==> src/rtl/bcd_key_entry.sv <==
// Keypad digit collector feeding the BCD-to-binary converter: builds a packed-BCD
// operand, launches a conversion on ENTER, captures the result or times out.
// Optional BACKSPACE support is enabled with `define KEY_BACKSPACE_EN.
module bcd_key_entry #(
  parameter int MAX_DIGITS   = 4,
  parameter int CONV_TIMEOUT = 64
) (
  input  logic                               clk,
  input  logic                               reset,
  input  logic                               key_valid,
  input  logic [3:0]                         key_code,
  output logic [4*MAX_DIGITS-1:0]            bcd_word,
  output logic [$clog2(MAX_DIGITS+1)-1:0]    digit_count,
  output logic                               conv_start,
  input  logic                               conv_done,
  input  logic [15:0]                        conv_result,
  output logic [15:0]                        bin_value,
  output logic                               result_valid,
  output logic                               busy,
  output logic                               overflow,
  output logic                               timeout_err
);

  localparam int BW = 4 * MAX_DIGITS;
  localparam int CW = $clog2(MAX_DIGITS + 1);
  localparam int TW = $clog2(CONV_TIMEOUT + 1);
  localparam logic [CW-1:0] MAX_CNT = CW'(MAX_DIGITS);
  localparam logic [TW-1:0] T_LAST  = TW'(CONV_TIMEOUT - 1);

  typedef enum logic [1:0] {
    S_ENTRY = 2'd0,
    S_START = 2'd1,
    S_WAIT  = 2'd2
  } state_t;

  state_t          r_state, w_state_nxt;
  logic [BW-1:0]   r_bcd, w_bcd_nxt;
  logic [CW-1:0]   r_cnt, w_cnt_nxt;
  logic [15:0]     r_bin, w_bin_nxt;
  logic [TW-1:0]   r_tmr, w_tmr_nxt;
  logic            r_start, w_start_nxt;
  logic            r_rv, w_rv_nxt;
  logic            r_ovf, w_ovf_nxt;
  logic            r_to, w_to_nxt;
  logic            w_is_digit;

  assign w_is_digit = (key_code <= 4'd9);

  always_comb begin
    w_state_nxt = r_state;
    w_bcd_nxt   = r_bcd;
    w_cnt_nxt   = r_cnt;
    w_bin_nxt   = r_bin;
    w_tmr_nxt   = r_tmr;
    w_start_nxt = 1'b0;
    w_rv_nxt    = 1'b0;
    w_ovf_nxt   = 1'b0;
    w_to_nxt    = 1'b0;
    case (r_state)
      S_ENTRY: begin
        if (key_valid) begin
          if (w_is_digit) begin
            if (r_cnt < MAX_CNT) begin
              w_bcd_nxt = {r_bcd[BW-5:0], key_code};
              w_cnt_nxt = r_cnt + CW'(1);
            end else begin
              w_ovf_nxt = 1'b1;
            end
          end else begin
            case (key_code)
              4'hA: begin
                if (r_cnt != '0) begin
                  w_state_nxt = S_START;
                  w_start_nxt = 1'b1;
                end
              end
              4'hB: begin
                w_bcd_nxt = '0;
                w_cnt_nxt = '0;
              end
`ifdef KEY_BACKSPACE_EN
              4'hC: begin
                if (r_cnt != '0) begin
                  w_bcd_nxt = {4'h0, r_bcd[BW-1:4]};
                  w_cnt_nxt = r_cnt - CW'(1);
                end
              end
`else
              4'hC: ;
`endif
              default: ;
            endcase
          end
        end
      end
      S_START: begin
        w_state_nxt = S_WAIT;
        w_tmr_nxt   = '0;
      end
      S_WAIT: begin
        // done is checked first so it wins over a coincident timeout expiry
        if (conv_done) begin
          w_bin_nxt   = conv_result;
          w_rv_nxt    = 1'b1;
          w_bcd_nxt   = '0;
          w_cnt_nxt   = '0;
          w_state_nxt = S_ENTRY;
        end else if (r_tmr == T_LAST) begin
          w_to_nxt    = 1'b1;
          w_state_nxt = S_ENTRY;
        end else begin
          w_tmr_nxt = r_tmr + TW'(1);
        end
      end
      default: w_state_nxt = S_ENTRY;
    endcase
  end

  always_ff @(posedge clk) begin
    if (reset) begin
      r_state <= S_ENTRY;
      r_bcd   <= '0;
      r_cnt   <= '0;
      r_bin   <= '0;
      r_tmr   <= '0;
      r_start <= 1'b0;
      r_rv    <= 1'b0;
      r_ovf   <= 1'b0;
      r_to    <= 1'b0;
    end else begin
      r_state <= w_state_nxt;
      r_bcd   <= w_bcd_nxt;
      r_cnt   <= w_cnt_nxt;
      r_bin   <= w_bin_nxt;
      r_tmr   <= w_tmr_nxt;
      r_start <= w_start_nxt;
      r_rv    <= w_rv_nxt;
      r_ovf   <= w_ovf_nxt;
      r_to    <= w_to_nxt;
    end
  end

  assign bcd_word     = r_bcd;
  assign digit_count  = r_cnt;
  assign conv_start   = r_start;
  assign bin_value    = r_bin;
  assign result_valid = r_rv;
  assign overflow     = r_ovf;
  assign timeout_err  = r_to;
  assign busy         = (r_state != S_ENTRY);

endmodule

==> config.mk <==
export PLATFORM = sky130hd
export DESIGN_NAME = bcd_key_entry
export DESIGN_NICKNAME = d
export VERILOG_FILES = /design/src/rtl/bcd_key_entry.sv
export SDC_FILE = /design/constraint.sdc
export NUM_CORES = 1
export LEC_CHECK = 0
export ABC_AREA = 0
export BUFFER_PORTS_ARGS = -buffer_cell sky130_fd_sc_hd__buf_2
export CORE_AREA = 10 10 123 69
export CTS_BUF_LIST = sky130_fd_sc_hd__clkbuf_8
export CTS_CLUSTER_SIZE = 24
export DETAILED_ROUTE_END_ITERATION = 10
export DIE_AREA = 0 0 133 79
export GPL_ROUTABILITY_DRIVEN = 0
export PLACE_DENSITY_LB_ADDON = 0.3
export SYNTH_ARGS = -nofsm -noshare
export SYNTH_HDL_FRONTEND = slang
export SYNTH_SLANG_ARGS = --single-unit
==> constraint.sdc <==
create_clock -name clk -period 2.15 [get_ports clk]
set_clock_uncertainty 0.2 [all_clocks]
set_input_delay 0.215 -clock clk [delete_from_list [all_inputs] [get_ports clk]]
set_output_delay 0.215 -clock clk [all_outputs]
set_load 0.01 [all_outputs]
# Yosys cells after proc, flatten, opt, wreduce, memory -nomap -nowiden
# Cells that the tools add are included.
totals:
  register_bits: 48
  output_inout_bits: 40
op_classes:
  add_sub_neg: 2
  n_lt_le_gt_ge: 2
  n_eq_ne: 15
  muxes: 26
  bitwise: 5
  n_reduce_logical: 13
op_table:
  columns: ["operator", "n"]
  rows:
  - ["two-way mux 16 bit", 5]
  - ["one-hot mux 16 bit (2 select lines)", 1]
  - ["two-way mux 3 bit", 5]
  - ["two-way mux 7 bit", 2]
  - ["one-hot mux 7 bit (2 select lines)", 1]
  - ["two-way mux 2 bit", 6]
  - ["inequality test 2 bit (second input constant)", 6]
  - ["AND reduction 5 bit", 2]
  - ["equality test 4 bit (second input constant)", 2]
  - ["adder 7 x 1 -> 7 bit (second input constant)", 1]
  - ["equality test 7 x 6 -> 1 bit (second input constant)", 1]
  - ["inequality test 3 bit (second input constant)", 2]
  - ["one-hot mux 2 bit (3 select lines)", 1]
  - ["one-hot mux 3 bit (2 select lines)", 1]
  - ["nonzero test 2 bit", 3]
  - ["NOT 1 bit", 5]
  - ["OR reduction 5 bit", 1]
  - ["<= comparator 4 bit (second input constant)", 1]
  - ["two-way mux 1 bit", 4]
  - ["OR reduction 4 bit", 1]
  - ["adder 3 x 1 -> 3 bit (second input constant)", 1]
  - ["less-than comparator 3 bit (second input constant)", 1]
  - ["inequality test 3 x 2 -> 1 bit (second input constant)", 1]
  - ["AND reduction 3 bit", 1]
  - ["8 further kinds", 8]

# Logic depth before layout (Yosys ltp)
logic_depth:
  word_depth: 6
  depth_mapped: 7
  mapped_depth_nobuf: 5

# Least setup slack after synthesis
# OpenSTA, ideal clock, no wires.
synth_timing:
  path_kind: "register to register"
  from: "register r_tmr[0]"
  to: "register r_tmr[5]"
  t_arrival_ns: 1.373
  required_ns: 1.891
  setup_slack_ns: 0.518
  stages_incl_launch_ff: 6
  period_less_slack_ns: 1.632
  path_cell_list: "dfxtp_1 ha_1 nand4b_1 o21ai_2 or4_1 nand2_1"
synth_via:
  elab_chain_cells: 4
  elab_cells_between_ends: 7
  classes_between: "add/sub: 1; eq/ne: 2; mux: 3; reduce/logical: 1"
synth_rtl:
  columns: ["element", "line", "rtl"]
  rows:
  - ["start: declaration", "40", "logic [TW-1:0] r_tmr, w_tmr_nxt;"]
  - ["start signal: assignment", "135", "r_tmr <= w_tmr_nxt;"]
  - ["adder 7 x 1 -> 7 bit", "112", "w_tmr_nxt = r_tmr + TW'(1);"]
  - ["two-way mux 7 bit", "108", "end else if (r_tmr == T_LAST) begin"]
  - ["two-way mux 7 bit", "102", "if (conv_done) begin"]
  - ["one-hot mux 7 bit (2 select lines)", "59", "case (r_state)"]
# Several ways; a longest one is shown, not always the timed one. The select of a mux whose other input is x is not followed.
# A chain may end at the register's enable or synchronous reset.

# Worst setup path after layout
layout_timing:
  from: "input key_code[1]"
  to: "register r_bcd[6] (netlist: bcd_word[6])"
layout_via:
  elab_chain_cells: 4
  elab_cells_between_ends: 8
  classes_between: "order compare: 1; eq/ne: 3; mux: 3; reduce/logical: 1"
layout_rtl:
  columns: ["element", "line", "rtl"]
  rows:
  - ["start: declaration", "11", "input logic [3:0] key_code,"]
  - ["<= comparator 4 bit", "47", "assign w_is_digit = (key_code <= 4'd9);"]
  - ["two-way mux 16 bit", "62", "if (w_is_digit) begin"]
  - ["two-way mux 16 bit", "61", "if (key_valid) begin"]
  - ["one-hot mux 16 bit (2 select lines)", "59", null]
  - ["end signal: assignment", "132", "r_bcd <= w_bcd_nxt;"]
  - ["end: declaration", "37", "logic [BW-1:0] r_bcd, w_bcd_nxt;"]
# Several ways; a longest one is shown, not always the timed one. The select of a mux whose other input is x is not followed.

==> flow_summary.yaml <==
run_status:
  status: "complete, no violations"
synth:
  synth_common_cells: "dfxtp_1 (48), nand2_1 (42), a21oi_1 (24)"
  synth.most_common_cell: "dfxtp_1"
  synthFlopType: "dfxtp_1"
  synth_adder_area_share_pct: 1.89
  ys_warn_count: 0
  yosys.area_share.simple_pct: 26.8
  mappedNetlistArea_mm2: 0.00199
  synth_nets: 261
  synthMuxAreaShare_pct: 0.504
  synth_area_leaders: "dfxtp_1 (48%), nand2_1 (7.9%), a21oi_1 (6.0%), o21ai_0 (5.5%), nand4_1 (3.8%)"
  syn_avg_cell_area_um2: 8.49
  async_flop_share_pct: 0
  synth_compound_area_share_pct: 17.8
  synth_cell_type_count: 38
  synthCells: 234
  seq_area_frac_synth_pct: 48.4
  synth_xor_area_share_pct: 0.882
  synth_top_family_by_area: "simple AND/OR/NAND/NOR gates"
  ys_ff_latch: 48
  yosysTopAreaCell: "dfxtp_1"
  synth_edf_count: 0
  netlist.area_leader.share_pct: 48.4
pwr:
  seqPwrFrac_pct: 56.2
  ir_worst_vdd_uv: 216
  internal-power_mw: 1.22
  p_comb_share_pct: 9.3
  swShare_pct: 23.9
  p_leak_nw: 1.16
  clock_power_share_pct: 34.6
  switchingPower_mw: 0.383
  power_density_mw_per_mm2: 592
drt:
  drt-pass1-iter-count: 4
  ant_nets: 0
  wl_per_cell_um: 14.1
  drt-total-wl_mm: 5.80
  viasPerCell: 4.67
  drc: 0
  route.vias.total: 1925
  drtIter0Drc: 182
clock_network:
  post-cts-setup-buffer-count: 0
  clkLatencyLatePin_ps: 310
  cts.sinks: 48
  cts_tree: "done"
  root_buffer: "clkbuf_8"
  cts_made_buffers: 5
  cts_buffer_depth: 2
  cts_max_level: 2
  path_clk_slew_ps: 80
global_routing:
  antenna_found_initial: 0
  grt_overflow: 0
  grt_max_degree: 28
  track_usage_pct: 11.5
  first_global_vias: 1901
  grt_pass1_wl_mm: 9.87
critical_path:
  r2r-start: "r_state[1]"
  r2r_setup_slack_ps: 330
  r2r_end: "bin_value[6]"
  required_ps: 2130
  cp-start-kind: "primary input"
  setup.worst_path.class: "in -> reg"
  rr_worst_depth: 5
  endpoint_kind: "flop"
  arrival_ps: 1990
  path_max_fanout: 14
die:
  dieArea_mm2: 0.0105
  coreArea_mm2: 0.00644
  num_rows: 21
  chipWidth_um: 133
  io_pins: 64
  start_util_pct: 30.8
  die_h_um: 79
final_layout:
  nets: 346
  antennaDiodeCount: 0
  fin_area_mm2: 0.00271
  layout-drive-gt1-share_pct: 26.9
  fillers: 658
  syn2layout_area_growth_pct: 36.4
hold_path:
  holdPathEnd: "bcd_word[0]"
  min_path_type: "in -> reg"
  hold_depth: 3
  hold_start: "key_code[0]"
sta:
  tns_ps: 0
  final.period_utilization_pct: 93.2
  finalHoldViolations: 0
  worst_pin_slew_ps: 630
  slew_headroom_pct: 57.9
  slew_violations: 0
  finalSetupViolCount: 0
  timing.fmax_ghz: 0.499
  rsz0062_at_grt: "false"
  period_needed_ps: 2000
placement:
  post_dp_cell_area_mm2: 0.00242
  io_buffers: 63
  hpwlAfterDp_mm: 4.30
job:
  maxCapViolCount: 0
==> area by class of cell <==
class	count	area (um^2)	share of cell area (%)
Inverter	4	15.0	0.554
Sequential cell	48	961	35.5
Clock inverter	2	10.0	0.370
Timing Repair Buffer	91	573	21.2
Clock buffer	6	82.6	3.05
Multi-Input combinational cell	169	952	35.2
Tap cell	92	115	4.25
==> logic make-up (layout without fill, tap and decap cells) <==
| kind of cell | Yosys count | in the layout |
|---|---|---|
| simple gates | 102 | 102 |
| fa+ha+maj | 3 | 3 |
| xor+xnor | 2 | 2 |
| flops | 48 | 48 |
| compound gates | 61 | 61 |
| buf+inv | 17 | 103 |
| mux | 1 | 1 |
==> through the flow <==
stage / total power, mW / setup slack, ps / hold WS [ps] / instances / util (%)
global placement: 1.04 / 341 / 232 / 385 / 37.6
finish: 1.60 / 145 / 33.6 / 412 / 42.1
floorplan: 0.984 / 518 / 148 / 234 / -
global route: 1.68 / 23.8 / 31.1 / 412 / 42.1
CTS: 1.63 / 34.5 / 21.9 / 412 / 42.0
detailed placement: 1.04 / 282 / 235 / 385 / 37.6
==> worst max-delay path by stage <==
stage	startpoint	endpoint	slack (ps)
after CTS	key_code[1]	bcd_word[6]	30
after global routing	key_code[1]	bcd_word[6]	20
after floorplan	r_tmr[0]	r_tmr[5]	520
final	key_code[1]	bcd_word[6]	150
after global placement	key_code[1]	bcd_word[8]	340
after detailed placement	key_code[1]	bcd_word[6]	280
==> power groups by stage <==
stage / Sequential [mW] / Clock, mW / Combinational (mW)
after floorplan: 0.924 / 0 / 0.0595
after global placement: 0.922 / 0 / 0.119
after detailed placement: 0.921 / 0 / 0.121
after CTS: 0.901 / 0.584 / 0.148
after global routing: 0.902 / 0.616 / 0.163
final: 0.900 / 0.554 / 0.148
==> timing repair <==
| action | 4_1_cts | 5_1_grt |
|---|---|---|
| endpoints found under the hold margin | 19 | 0 |
| setup endpoints to repair | 0 | 5 |
| hold buffers | 19 | 0 |
| gates resized for setup | 0 | 1 |
==> state kept, by name (all words and copies together) (netlist names) <==
register and count:
bcd_word 16, bin_value 16, conv_start 1, digit_count 3, overflow 1, r_state 2
r_tmr 7, result_valid 1, timeout_err 1
==> cells in the final DEF, fill, tap and decap left out, types with 2 or more instances in the layout <==
cell / instances
o21ai_0: 22
nand4b_1: 2
clkbuf_8: 6
or4_1: 2
nand3_1: 4
clkinv_2: 2
nor3_1: 2
and3_1: 5
nor2_1: 7
nand2b_1: 7
dfxtp_1: 48
buf_4: 9
nor2b_1: 10
xor2_1: 2
nand4_1: 12
ha_1: 3
o211ai_1: 4
o41ai_1: 3
inv_1: 4
nand2_1: 42
o31ai_1: 3
nor2_2: 2
buf_2: 63
dlygate4sd3_1: 19
a21oi_1: 24
==> routing by layer <==
layer  global-route usage (%)  up-vias  routed length, um
met3                     4.65        7                468
met2                     15.7       69               2320
met4                     4.26        0                 81
met5                        0        -                  0
li1                         -      990                  -
met1                     15.8      859               2920
==> critical path: stages <==
cell	delay [ps]
dlygate4sd3_1	530
buf_2	140
o21a_1	290
o211a_1	400
nor2_2	270
o21ai_0	140
(Power assumes the default switching activity.)
